**src/rtl/watch_pkg.sv**
```systemverilog
`default_nettype none
// ============================================================================
// Module      : watch_pkg
// Description : Shared constants for the watch time-setting path.
// Revision    : 1.0 - initial release
// ============================================================================
package watch_pkg;

    localparam logic [1:0] c_LOCK   = 2'd0;
    localparam logic [1:0] c_IDLE   = 2'd1;
    localparam logic [1:0] c_DELAY  = 2'd2;
    localparam logic [1:0] c_REPEAT = 2'd3;

    // Field one-hot encoding shared with the watch control unit: {hour, sec, min}
    localparam logic [2:0] c_SEC  = 3'b010;
    localparam logic [2:0] c_MIN  = 3'b001;
    localparam logic [2:0] c_HOUR = 3'b100;

    // Step vector order: {inc_sec, dec_sec, inc_min, dec_min, inc_hour, dec_hour}
    function automatic logic [5:0] step_vec(input logic [2:0] field, input logic up);
        logic [5:0] v;
        v = 6'b000000;
        case (field)
            c_SEC:   v = up ? 6'b100000 : 6'b010000;
            c_MIN:   v = up ? 6'b001000 : 6'b000100;
            c_HOUR:  v = up ? 6'b000010 : 6'b000001;
            default: v = 6'b000000;
        endcase
        return v;
    endfunction

endpackage
`default_nettype wire

```
**src/rtl/watch_adjust_seq.sv**
```systemverilog
`default_nettype none
// ============================================================================
// Module      : watch_adjust_seq
// Description : Auto-repeat adjust sequencer producing sec/min/hour step pulses.
// Revision    : 1.0 - initial release
// ============================================================================
module watch_adjust_seq
    import watch_pkg::*;
#(
    parameter int HOLD_CYC   = 50_000_000,
    parameter int REPEAT_CYC = 10_000_000
) (
    input  logic clk,
    input  logic rst,
    input  logic en,
    input  logic sel_sec,
    input  logic sel_min,
    input  logic sel_hour,
    input  logic btn_up,
    input  logic btn_down,
    output logic inc_sec,
    output logic dec_sec,
    output logic inc_min,
    output logic dec_min,
    output logic inc_hour,
    output logic dec_hour,
    output logic busy
);

    localparam int c_MAX = (HOLD_CYC > REPEAT_CYC) ? HOLD_CYC : REPEAT_CYC;
    localparam int c_CW  = $clog2(c_MAX);
    localparam logic [c_CW-1:0] c_HOLD_LAST   = c_CW'(HOLD_CYC - 1);
    localparam logic [c_CW-1:0] c_REPEAT_LAST = c_CW'(REPEAT_CYC - 1);

    logic [1:0]      r_state;
    logic [c_CW-1:0] r_cnt;
    logic            r_up;
    logic [2:0]      r_field;
    logic [5:0]      r_step;
    logic            r_busy;

    logic [2:0] w_sel;
    logic       w_valid;
    logic       w_mine;
    logic       w_other;
    logic       w_hold;
    logic       w_release;

    assign w_sel     = {sel_hour, sel_sec, sel_min};
    assign w_valid   = en & $onehot(w_sel) & (btn_up ^ btn_down);
    assign w_mine    = r_up ? btn_up   : btn_down;
    assign w_other   = r_up ? btn_down : btn_up;
    // Hold is checked before terminal count, so a release coinciding with it drops the pulse
    assign w_hold    = w_mine & ~w_other & (w_sel == r_field) & en;
    assign w_release = ~w_mine & ~w_other;

    always_ff @(posedge clk) begin
        if (rst) begin
            r_state <= c_LOCK;
            r_cnt   <= '0;
            r_up    <= 1'b0;
            r_field <= 3'b000;
            r_step  <= 6'b000000;
            r_busy  <= 1'b0;
        end else begin
            r_step <= 6'b000000;
            r_busy <= (r_state == c_DELAY) || (r_state == c_REPEAT);
            case (r_state)
                c_LOCK: begin
                    if (!btn_up && !btn_down) r_state <= c_IDLE;
                end
                c_IDLE: begin
                    if (btn_up && btn_down) begin
                        r_state <= c_LOCK;
                    end else if (w_valid) begin
                        r_up    <= btn_up;
                        r_field <= w_sel;
                        r_cnt   <= '0;
                        r_step  <= step_vec(w_sel, btn_up);
                        r_state <= c_DELAY;
                    end
                end
                c_DELAY: begin
                    if (w_hold) begin
                        if (r_cnt == c_HOLD_LAST) begin
                            r_cnt   <= '0;
                            r_step  <= step_vec(r_field, r_up);
                            r_state <= c_REPEAT;
                        end else begin
                            r_cnt <= r_cnt + 1'b1;
                        end
                    end else begin
                        r_state <= w_release ? c_IDLE : c_LOCK;
                    end
                end
                c_REPEAT: begin
                    if (w_hold) begin
                        if (r_cnt == c_REPEAT_LAST) begin
                            r_cnt  <= '0;
                            r_step <= step_vec(r_field, r_up);
                        end else begin
                            r_cnt <= r_cnt + 1'b1;
                        end
                    end else begin
                        r_state <= w_release ? c_IDLE : c_LOCK;
                    end
                end
                default: r_state <= c_LOCK;
            endcase
        end
    end

    assign {inc_sec, dec_sec, inc_min, dec_min, inc_hour, dec_hour} = r_step;
    assign busy = r_busy;

endmodule
`default_nettype wire
```
**config.mk**
```make
export PLATFORM = sky130hd
export DESIGN_NAME = watch_adjust_seq
export DESIGN_NICKNAME = d
export VERILOG_FILES = /design/src/rtl/watch_pkg.sv /design/src/rtl/watch_adjust_seq.sv
export SDC_FILE = /design/constraint.sdc
export NUM_CORES = 1
export LEC_CHECK = 0
export ABC_AREA = 1
export BUFFER_PORTS_ARGS = -buffer_cell sky130_fd_sc_hd__clkbuf_2
export CAP_MARGIN = 20
export CORE_ASPECT_RATIO = 0.8
export CORE_UTILIZATION = 55
export CTS_CLUSTER_DIAMETER = 80
export DETAILED_ROUTE_END_ITERATION = 7
export PLACE_DENSITY = 0.7
export SLEW_MARGIN = 20
export SYNTH_ARGS = -nofsm -noshare
export SYNTH_HDL_FRONTEND = slang
export SYNTH_SLANG_ARGS = --single-unit
```
**constraint.sdc**
```tcl
create_clock -name clk -period 2.8 [get_ports clk]
set_input_delay 0.7 -clock clk [delete_from_list [all_inputs] [get_ports clk]]
set_output_delay 0.7 -clock clk [all_outputs]
set_load 0.02 [all_outputs]
```
==> out/results.tsv, run 1 <==
stage	metric	value	unit
worst_setup_path	critPathArrivalTime	2.61	ns
place	pre_cts_ws	0.1366	ns
final_layout	fill_cells	433	
worst_setup_path	critPathKind	in2reg	
final_layout	drive_gt1_share	9.937	%
worst_setup_path	rr_endpoint	r_cnt[6]	
global_routing	grt_pass1_wl	11910	µm
timing	setup_slack	0.4330	ns
floorplanning	initial_core_util	58.18	%
min_path	hp-start	r_cnt[1]	
worst_setup_path	timing.critical_path.mode_cell	inv_1	
synth	synth_cells	453	
clocking	cts_tree	yes	
global_routing	grt_pass1_vias	2543	
worst_setup_path	cp-start-kind	input pin	
final_layout	final_area	2968	µm²
synth	synthDominantCellAreaShare	28.85	%
timing	hold_slack	0.4886	ns
power_and_ir_drop	powerDensity	583.9	nW/µm²
worst_setup_path	path_cells	clkbuf_2, inv_1, fa_1, inv_1, nand4_1, a21oi_2, nand2_2, buf_4, o21ai_0, nand2_1, nor2_1	
clocking	cts_hold_buf	0	
synth	yosysTopAreaCell	dfxtp_1	
timing	fin_crit_sh	84.54	%
timing	slew_headroom	71.16	%
timing	worst_pin_slew	0.4299	ns
floorplanning	die_h	64.74	µm
synth	ys_warn_count	0	
final_layout	layout.nets	484	
worst_setup_path	r2r_slack	0.72	ns
routing	vias	2955	
global_routing	grt_max_degree	17	
clocking	cts.clk_slew.worst_paths	0.08	ns
synth	synth_ff_type	dfxtp_1	
timing	layout_min_cycle_time	2.367	ns
routing	routedWlPerCell	13.72	µm
min_path	min_path_type	reg2reg	
routing	drtIter0Drc	310	
floorplanning	die-area	5207	µm²
min_path	hold_end	r_cnt[1]	
synth	synth_edf_count	0	
timing	fmax	422.5	MHz
synth	synthTopCellsByArea	dfxtp_1, nand2_1, nor2_1	
place	hpwl	5680	µm
final_layout	antenna_cells	0	
synth	yosys_register_bits	39	
synth	syn_avg_cell_area	5.974	µm²
power_and_ir_drop	power.leakage	1.203	nW
timing	hold_viol	0	
worst_setup_path	rr_worst_depth	10	
synth	syn_nets	465	
floorplanning	std_cell_rows	22	
synth	synth_cell_types	34	
floorplanning	chipWidth	80.43	µm
timing	rsz0062_at_grt	no	
routing	antenna_left	0	
power_and_ir_drop	ir_drop	0.5066	mV
worst_setup_path	crit_slowest_cell	fa_1	
clocking	ctsResizeCount	0	
global_routing	grt_antenna_before_repair	0	
clocking	numCtsBuffers	5	
run	drv_cap	0	
place	dpl_cell_area	2831	µm²
min_path	worstHoldPathCells	2	
worst_setup_path	cp_max_fo	14	
timing	finClkSkew	0.01111	ns
floorplanning	coreArea	4652	µm²
place	gp_congestion	0.9599	
floorplanning	io_pins	15	
routing	drc	0	
global_routing	track_usage	30.26	%
clocking	clkSinkCount	39	
routing	viasPerCell	5.544	
timing	tns	0	ns
synth	syn_area	2706	µm²
synth	synthTopCellsByCount	nand2_1, nor2_1, inv_1	
clocking	cts_max_level	2	
clocking	cts_root_buf	clkbuf_8	
synth	synthArstFlopShare	0	%
synth	synth.most_common_cell	nand2_1	
worst_setup_path	critical_path.max_stage_delay	0.47	ns
final_layout	area_growth	9.663	%
power_and_ir_drop	fin_total_pwr	1.733	mW
clocking	clock_tree.buffer_depth	2	
synth	synth.yosys.seq_area_share	28.85	%
timing	setup_viol	0	
routing	dr.pass1.iters	5	
worst_setup_path	worstPathRequired	3.05	ns
worst_setup_path	reg2reg_from	r_cnt[0]	
worst_setup_path	end_kind	flop	
timing	final_max_slew_viol_count	0	
clocking	worstSkewPairLatency	0.31	ns
routing	wirelength	7315	µm
outcome	status	finished clean	
place	port_buffers	14	
clocking	cts_setup_buffers	0	
global_routing	grt_overflow	0	
==> through the flow <==
| stage | std cells | util [%] |
|---|---|---|
| floorplan | 453 | - |
| global placement | 525 | 60.87 |
| detailed placement | 525 | 60.87 |
| CTS | 533 | 63.80 |
| global route | 533 | 63.80 |
| finish | 533 | 63.80 |
==> state kept, by name, indices dropped and copies added (netlist names) <==
register and flops:
r_up 1, r_cnt 26, r_field 3, busy 1, r_step 6, r_state 2
==> final cells by class <==
type	count	area (µm²)	share of cell area, %
clock buffers	5	68.82	2.319
clock inverters	3	67.56	2.277
inverters	57	214.0	7.209
multi-input cells	348	1639	55.23
flip-flops and latches	39	780.7	26.31
well taps	60	75.07	2.530
repair buffers	21	122.6	4.132
==> how the worst max path moves through the flow <==
stage,to,startpoint,slack [ns]
after global placement,r_cnt[16],sel_sec,0.20
after floorplan,r_cnt[4],sel_sec,0.33
final,r_cnt[16],sel_sec,0.43
after CTS,r_cnt[23],sel_sec,0.45
after detailed placement,r_cnt[23],sel_sec,0.14
after global routing,r_cnt[23],sel_sec,0.27
==> worst max-delay path: cells and delay by family <==
family          cells  cell delay, ns
simple gates        4            0.52
compound gates      2            0.43
buf+inv             4            0.49
fa+ha+maj           1            0.47
==> layout by cell type (no fill, tap or decap), drive strengths merged <==
master / Yosys / layout
a211oi: 2 / 2
a21boi: 1 / 1
a21oi: 19 / 19
a31o: 2 / 2
and3: 1 / 1
buf: 8 / 7
bufinv: 0 / 2
clkbuf: 1 / 19
clkinv: 1 / 1
clkinvlp: 0 / 1
dfxtp: 39 / 39
fa: 1 / 1
ha: 3 / 3
inv: 56 / 56
nand2: 128 / 128
nand3: 53 / 53
nand4: 8 / 8
nor2: 88 / 88
nor3: 16 / 16
nor4: 3 / 3
o21ai: 16 / 16
o21bai: 2 / 2
o31ai: 1 / 1
or2: 1 / 1
xor2: 3 / 3
==> cells by family after synthesis <==
family / count (synthesis) / synth area share (%)
AND/OR/NAND/NOR: 298 / 47.94
adder cells (fa/ha/maj): 4 / 2.127
flip-flops: 39 / 28.85
XOR/XNOR: 3 / 0.9711
AO/OA/AOI/OAI: 43 / 9.524
buffers and inverters: 66 / 10.59
==> where the power goes <==
group | switching (mW) | total (mW) | internal (mW)
clock network | 0.220 | 0.575 | 0.356
registers | 0.0326 | 0.616 | 0.583
logic | 0.369 | 0.542 | 0.173
total | 0.621 | 1.73 | 1.11
==> per-layer routing <==
metal  up-vias  GRT usage, %  wire length, µm
met5         -             0                0
met4         0         8.705              161
met3        17         8.310              632
met2       115         42.69             2938
met1      1330         44.26             3582
li1       1493             -                -
Note: power is estimated with default switching activity, not from simulation.
==> run 2: changes to the inputs <==
ABC_AREA = 0   (was 1)
PLACE_DENSITY = 0.71   (was 0.7)
clock period = 2.2 ns   (was 2.8 ns; I/O delays follow)
==> out/results.tsv, run 2 <==
stage	metric	value	unit	change
timing	setup_viol	26		+26
worst_setup_path	cp-start-kind	input pin		
synth	synthArstFlopShare	0	%	unchanged
timing	fin_crit_sh	112.2	%	
final_layout	antenna_cells	0		unchanged
timing	setup_slack	-0.2685	ns	-0.7015 ns
global_routing	grt_pass1_wl	9687	µm	-19%
timing	fmax	405.1	MHz	
clocking	cts_hold_buf	0		unchanged
synth	syn_avg_cell_area	8.350	µm²	+40%
final_layout	multi_input_area	1399	µm²	-15%
routing	antenna_left	0		unchanged
power_and_ir_drop	p_sw_share	26.01	%	-9.8 points
worst_setup_path	critPathKind	in2reg		
worst_setup_path	crit_slowest_cell	fa_1		
final_layout	final_cell_mix	dfxtp_1, buf_4, nand2_1		
clocking	cts_max_level	2		unchanged
final_layout	seqCellArea	780.7	µm²	unchanged
synth	synth_edf_count	0		unchanged
final_layout	final_area	2889	µm²	-2.7%
place	gp_congestion	0.8723		-9.1%
final_layout	fin_cells	338		-37%
final_layout	top_regs	r_cnt (26), r_step (6), r_field (3)		
floorplanning	die-area	3875	µm²	-26%
clocking	clkSinkCount	39		unchanged
clocking	worstSkewPairLatency	0.30	ns	about the same
floorplanning	die_h	55.88	µm	-14%
worst_setup_path	path_cells	clkbuf_16, inv_12, fa_1, nand4b_1, buf_6, nor2_8, a21oi_2, or4_4, or4b_1, a31oi_1		
timing	layout_min_cycle_time	2.469	ns	
synth	synthTopCellsByArea	dfxtp_1, xnor2_1, nor2_1		
run	drv_cap	0		unchanged
timing	slew_headroom	69.45	%	-1.7 points
final_layout	area_growth	44.76	%	
synth	synth_cell_types	43		+26%
synth	synth.yosys.seq_area_share	39.12	%	+10 points
synth	synth_ff_type	dfxtp_1		
timing	final_max_slew_viol_count	0		unchanged
global_routing	grt_max_degree	17		unchanged
timing	rsz0062_at_grt	yes		
global_routing	grt_pass1_vias	1937		-24%
clocking	clock_tree.buffer_depth	2		unchanged
synth	synthTopCellsByCount	dfxtp_1, nor2_1, nand2_1		
power_and_ir_drop	clkPwrFrac	39.3	%	+6.1 points
routing	vias	2011		-32%
power_and_ir_drop	ir_drop	0.7805	mV	+54%
power_and_ir_drop	switchingPower	409.1	µW	-34%
clocking	cts_root_buf	clkbuf_8		
routing	dr.pass1.iters	4		-1
global_routing	track_usage	31.97	%	+1.7 points
worst_setup_path	cp_max_fo	2		-12
min_path	min_path_type	reg2reg		
power_and_ir_drop	power.leakage	1.117	nW	-7.1%
routing	wirelength	5979	µm	-18%
floorplanning	io_pins	15		unchanged
routing	viasPerCell	5.950		+7.3%
synth	syn_nets	251		-46%
synth	syn_area	1996	µm²	-26%
floorplanning	coreArea	3447	µm²	-26%
floorplanning	initial_core_util	57.89	%	-0.28 points
worst_setup_path	worstPathRequired	2.43	ns	-0.62 ns
worst_setup_path	end_kind	flop		
routing	drc	0		unchanged
timing	hold_slack	0.5201	ns	+0.03147 ns
floorplanning	chipWidth	69.35	µm	-14%
timing	hold_viol	0		unchanged
final_layout	fill_cells	187		-57%
synth	yosysTopAreaCell	dfxtp_1		
outcome	status	complete, but fails checks		
place	post-place-cells	320		-39%
routing	routedWlPerCell	17.69	µm	+29%
worst_setup_path	critPathArrivalTime	2.70	ns	+0.09 ns
outcome	violations	setup timing		
synth	yosys_register_bits	39		unchanged
timing	finClkSkew	0.004861	ns	-0.006250 ns
global_routing	grt_antenna_before_repair	0		unchanged
final_layout	mostFrequentLayoutCell	dfxtp_1		
final_layout	top_register	r_cnt		
synth	ys_warn_count	0		unchanged
worst_setup_path	r2r_slack	-0.01	ns	-0.73 ns
clocking	cts.clk_slew.worst_paths	0.08	ns	about the same
routing	drtIter0Drc	141		-55%
power_and_ir_drop	powerDensity	544.4	nW/µm²	-6.8%
final_layout	layout.nets	307		-37%
place	port_buffers	14		unchanged
power_and_ir_drop	seqPwrFrac	45.7	%	+10 points
worst_setup_path	critical_path.max_stage_delay	0.48	ns	about the same
timing	worst_pin_slew	0.4548	ns	+0.02483 ns
place	dpl_cell_area	2454	µm²	-13%
clocking	cts_tree	yes		
global_routing	grt_overflow	0		unchanged
synth	synthDominantCellAreaShare	39.12	%	+10 points
final_layout	largest_register_ffs	26		unchanged
floorplanning	std_cell_rows	19		-14%
power_and_ir_drop	fin_total_pwr	1.573	mW	-9.2%
place	pre_cts_ws	-0.6551	ns	-0.7917 ns
power_and_ir_drop	power_frac_comb	14.9	%	-16 points
power_and_ir_drop	p_int	1.164	mW	+4.7%
synth	synth.most_common_cell	dfxtp_1		
clocking	numCtsBuffers	5		unchanged
place	hpwl	3588	µm	-37%
final_layout	drive_gt1_share	39.19	%	+29 points
synth	synth_cells	239		-47%
## run 2: cell count changes in the layout (fill, tap and decap cells not counted), sizes merged, moves of 4 or more
cell   change
nand3     -47
a21oi      -9
or4        +4
nor2      -52
nor3       -9
nor2b      +6
o21ai     -11
inv       -49
nand2    -105
nor4       +7
xnor2     +18
xor2       +5
buf       +36
## run 2: worst max-delay path, delay by kind of cell
kind | cells | cell delay (ns)
buffers and inverters | 3 | 0.30
AND/OR/NAND/NOR | 4 | 1.18
AO/OA/AOI/OAI | 2 | 0.18
adder cells (fa/ha/maj) | 1 | 0.48
## run 2: per-stage QoR
step	setup TNS, ns	utilization [%]
final	-3.807	83.81
after floorplan	-4.442	-
after global routing	-4.124	83.81
after global placement	-12.79	71.18
after CTS	-2.311	81.52
after detailed placement	-14.03	71.18
## run 2: routing by layer
layer / vias to the layer above / GRT usage [%] / share of wire (%)
li1: 949 / - / -
met1: 970 / 45.46 / 45
met2: 76 / 49.10 / 47
met3: 16 / 6.522 / 6.6
met4: 0 / 9.329 / 1.5
met5: - / 0 / 0
## run 2: power by group through the flow
| stage | Combinational (mW) | Sequential, mW | Clock [mW] |
|---|---|---|---|
| 2_1_floorplan | 0.0916 | 0.738 | 0 |
| 3_3_place_gp | 0.164 | 0.735 | 0 |
| 3_5_place_dp | 0.164 | 0.736 | 0 |
| 4_1_cts | 0.215 | 0.719 | 0.613 |
| 5_1_grt | 0.249 | 0.720 | 0.646 |
| 6_report | 0.235 | 0.719 | 0.619 |
## run 2: area by class of cell
cell class	count	share of cell area, %
multi-input combinational	185	48.42
inverter	7	1.343
clock inverter	3	1.516
tap	42	1.819
clock buffer	5	2.382
timing repair buffer	57	17.50
sequential	39	27.02
## run 2: what timing repair did
action	4_1_cts	5_1_grt
gates resized for setup	21	30
cloned	3	0
endpoints found under the setup margin	29	30
buffers inserted	6	4
pin swaps	19	13
## run 2: final timing paths
kind | startpoint | end | cells after the start
setup / recovery | sel_sec | r_cnt[11] | 10
setup reg to reg | r_cnt[24] | r_cnt[2] | 7
hold / removal | r_field[2] | r_field[2] | 2
hold reg to reg | r_field[2] | r_field[2] | 2
## run 2: cell families after synthesis
family	Yosys count	share of synthesized area, %
AND/OR/NAND/NOR	128	35.30
flip-flops	39	39.12
AO/OA/AOI/OAI	27	8.276
XOR/XNOR	26	11.41
buffers and inverters	15	3.010
adder cells (fa/ha/maj)	4	2.884
==> run 3: changes to the inputs <==
CORE_UTILIZATION = 40   (was 55)
PLACE_DENSITY = 0.54   (was 0.71)
SKIP_LAST_GASP = 1   (was default)
clock period = 2.8 ns   (was 2.2 ns; I/O delays follow)
==> out/results.tsv, run 3 (same netlist as run 2, synthesis figures left out) <==
stage	metric	value	unit	change
outcome	status	finished clean		
min_path	hp-start	r_up		
clocking	clock_tree.buffer_depth	2		unchanged
timing	worst_pin_slew	0.6061	ns	+0.1514 ns
final_layout	area_growth	18.24	%	
place	pre_cts_ws	-0.1536	ns	+0.5015 ns
power_and_ir_drop	powerDensity	487.9	nW/µm²	-10%
clocking	cts_hold_buf	0		unchanged
floorplanning	die_h	65.18	µm	+17%
worst_setup_path	crit_slowest_cell	or4b_1		
final_layout	antenna_cells	0		unchanged
power_and_ir_drop	power.leakage	0.8597	nW	-23%
global_routing	grt_overflow	0		unchanged
run	drv_cap	0		unchanged
final_layout	final_cell_mix	dfxtp_1, nor2_1, nand2_1		
min_path	min_path_type	reg2reg		
clocking	cts_root_buf	clkbuf_8		
timing	setup_slack	0.1798	ns	+0.4483 ns
routing	drc	0		unchanged
timing	final_max_slew_viol_count	0		unchanged
final_layout	fin_cells	330		-2.4%
routing	dr.pass1.iters	4		unchanged
place	gp_congestion	0.7792		-11%
timing	hold_viol	0		unchanged
routing	vias	1737		-14%
worst_setup_path	path_cells	clkbuf_2, inv_1, fa_1, nand4b_1, nor2_8, a21oi_2, or4_1, or4b_1, a31oi_1		
clocking	cts_tree	yes		
timing	fin_crit_sh	93.58	%	
final_layout	drive_gt1_share	17.04	%	-22 points
global_routing	grt_pass1_vias	1589		-18%
timing	slew_headroom	59.40	%	-10 points
floorplanning	chipWidth	80.97	µm	+17%
clocking	clkSinkCount	39		unchanged
floorplanning	die-area	5277	µm²	+36%
worst_setup_path	r2r_slack	0.52	ns	+0.53 ns
min_path	hold_end	r_up		
floorplanning	std_cell_rows	22		+3
timing	layout_min_cycle_time	2.620	ns	
floorplanning	initial_core_util	42.65	%	-15 points
timing	finClkSkew	0.01367	ns	+0.008807 ns
timing	setup_viol	0		-100%
timing	fmax	381.7	MHz	
clocking	cts_max_level	2		unchanged
routing	wirelength	4527	µm	-24%
timing	rsz0062_at_grt	no		
clocking	cts_setup_buffers	0		-6
global_routing	grt_pass1_wl	7797	µm	-20%
min_path	worstHoldPathCells	2		unchanged
final_layout	top_register	r_cnt		
clocking	cts.clk_slew.worst_paths	0.08	ns	about the same
worst_setup_path	critPathArrivalTime	2.85	ns	+0.15 ns
worst_setup_path	rr_endpoint	r_cnt[2]		
worst_setup_path	rr_worst_depth	6		-1
worst_setup_path	end_kind	flop		
routing	routedWlPerCell	13.72	µm	-22%
place	post-place-cells	322		+0.63%
power_and_ir_drop	ir_drop	0.2719	mV	-65%
floorplanning	io_pins	15		unchanged
global_routing	grt_antenna_before_repair	0		unchanged
floorplanning	coreArea	4679	µm²	+36%
routing	viasPerCell	5.264		-12%
final_layout	top_regs	r_cnt (26), r_step (6), r_field (3)		
clocking	worstSkewPairLatency	0.30	ns	about the same
global_routing	grt_max_degree	21		+4
final_layout	layout.nets	281		-8.5%
final_layout	largest_register_ffs	26		unchanged
place	hpwl	3347	µm	-6.7%
place	port_buffers	14		unchanged
worst_setup_path	critical_path.max_stage_delay	0.49	ns	about the same
worst_setup_path	cp-start-kind	input pin		
worst_setup_path	critPathKind	in2reg		
global_routing	track_usage	19.70	%	-12 points
timing	hold_slack	0.5177	ns	-0.002351 ns
routing	antenna_left	0		unchanged
worst_setup_path	worstPathRequired	3.03	ns	+0.60 ns
clocking	numCtsBuffers	5		unchanged
routing	drtIter0Drc	118		-16%
clocking	ctsResizeCount	0		-100%
worst_setup_path	cp_max_fo	2		unchanged
final_layout	mostFrequentLayoutCell	dfxtp_1		
worst_setup_path	reg2reg_from	r_cnt[7]		
run 3: worst max-delay path by stage:
stage            start        end  depth (start not counted)  slack, ns
4_1_cts        sel_sec  r_cnt[11]                          9       0.19
5_1_grt        sel_sec   r_cnt[9]                         10       0.02
2_1_floorplan  sel_sec  r_cnt[11]                          8      -0.05
3_3_place_gp   sel_sec  r_cnt[11]                          9       -0.1
6_report       sel_sec  r_cnt[11]                          9       0.18
3_5_place_dp   sel_sec  r_cnt[17]                         10      -0.15
run 3: per-stage QoR:
step,util [%],instance area (µm²),total power [mW],setup TNS [ns]
4_1_cts,50.43,2360,1.161,0
6_report,50.43,2360,1.151,0
3_3_place_gp,48.02,2247,0.6869,-0.3145
5_1_grt,50.43,2360,1.203,0
2_1_floorplan,-,1996,0.6424,-0.04798
3_5_place_dp,48.02,2247,0.6852,-0.6179
run 3: worst max-delay path, delay by kind of cell:
family | cells | cell delay (ns)
compound gates | 2 | 0.18
fa+ha+maj | 1 | 0.45
buf+inv | 2 | 0.15
simple gates | 4 | 1.37
run 3: cell type report:
class / count / area (µm²)
Sequential cell: 39 / 780.7
Tap cell: 60 / 75.07
Multi-Input combinational cell: 185 / 1155
Timing Repair Buffer: 31 / 210.2
Clock inverter: 3 / 43.79
Inverter: 7 / 26.28
Clock buffer: 5 / 68.82
Fill cell: 496 / 2320
run 3: layer usage:
layer	global-route usage, %	wire (µm)	vias to the layer above
met1	31.07	2630	805
met5	0	0	-
met2	25.21	1671	27
li1	-	-	900
met4	6.696	45	0
met3	4.583	180	5
run 3: report_power, final:
part           leakage (nW)  switching [mW]  total (mW)  internal [mW]
logic                 0.487          0.0578       0.104         0.0458
clock network        0.0581           0.213       0.478          0.265
registers             0.314         0.00894       0.569          0.560
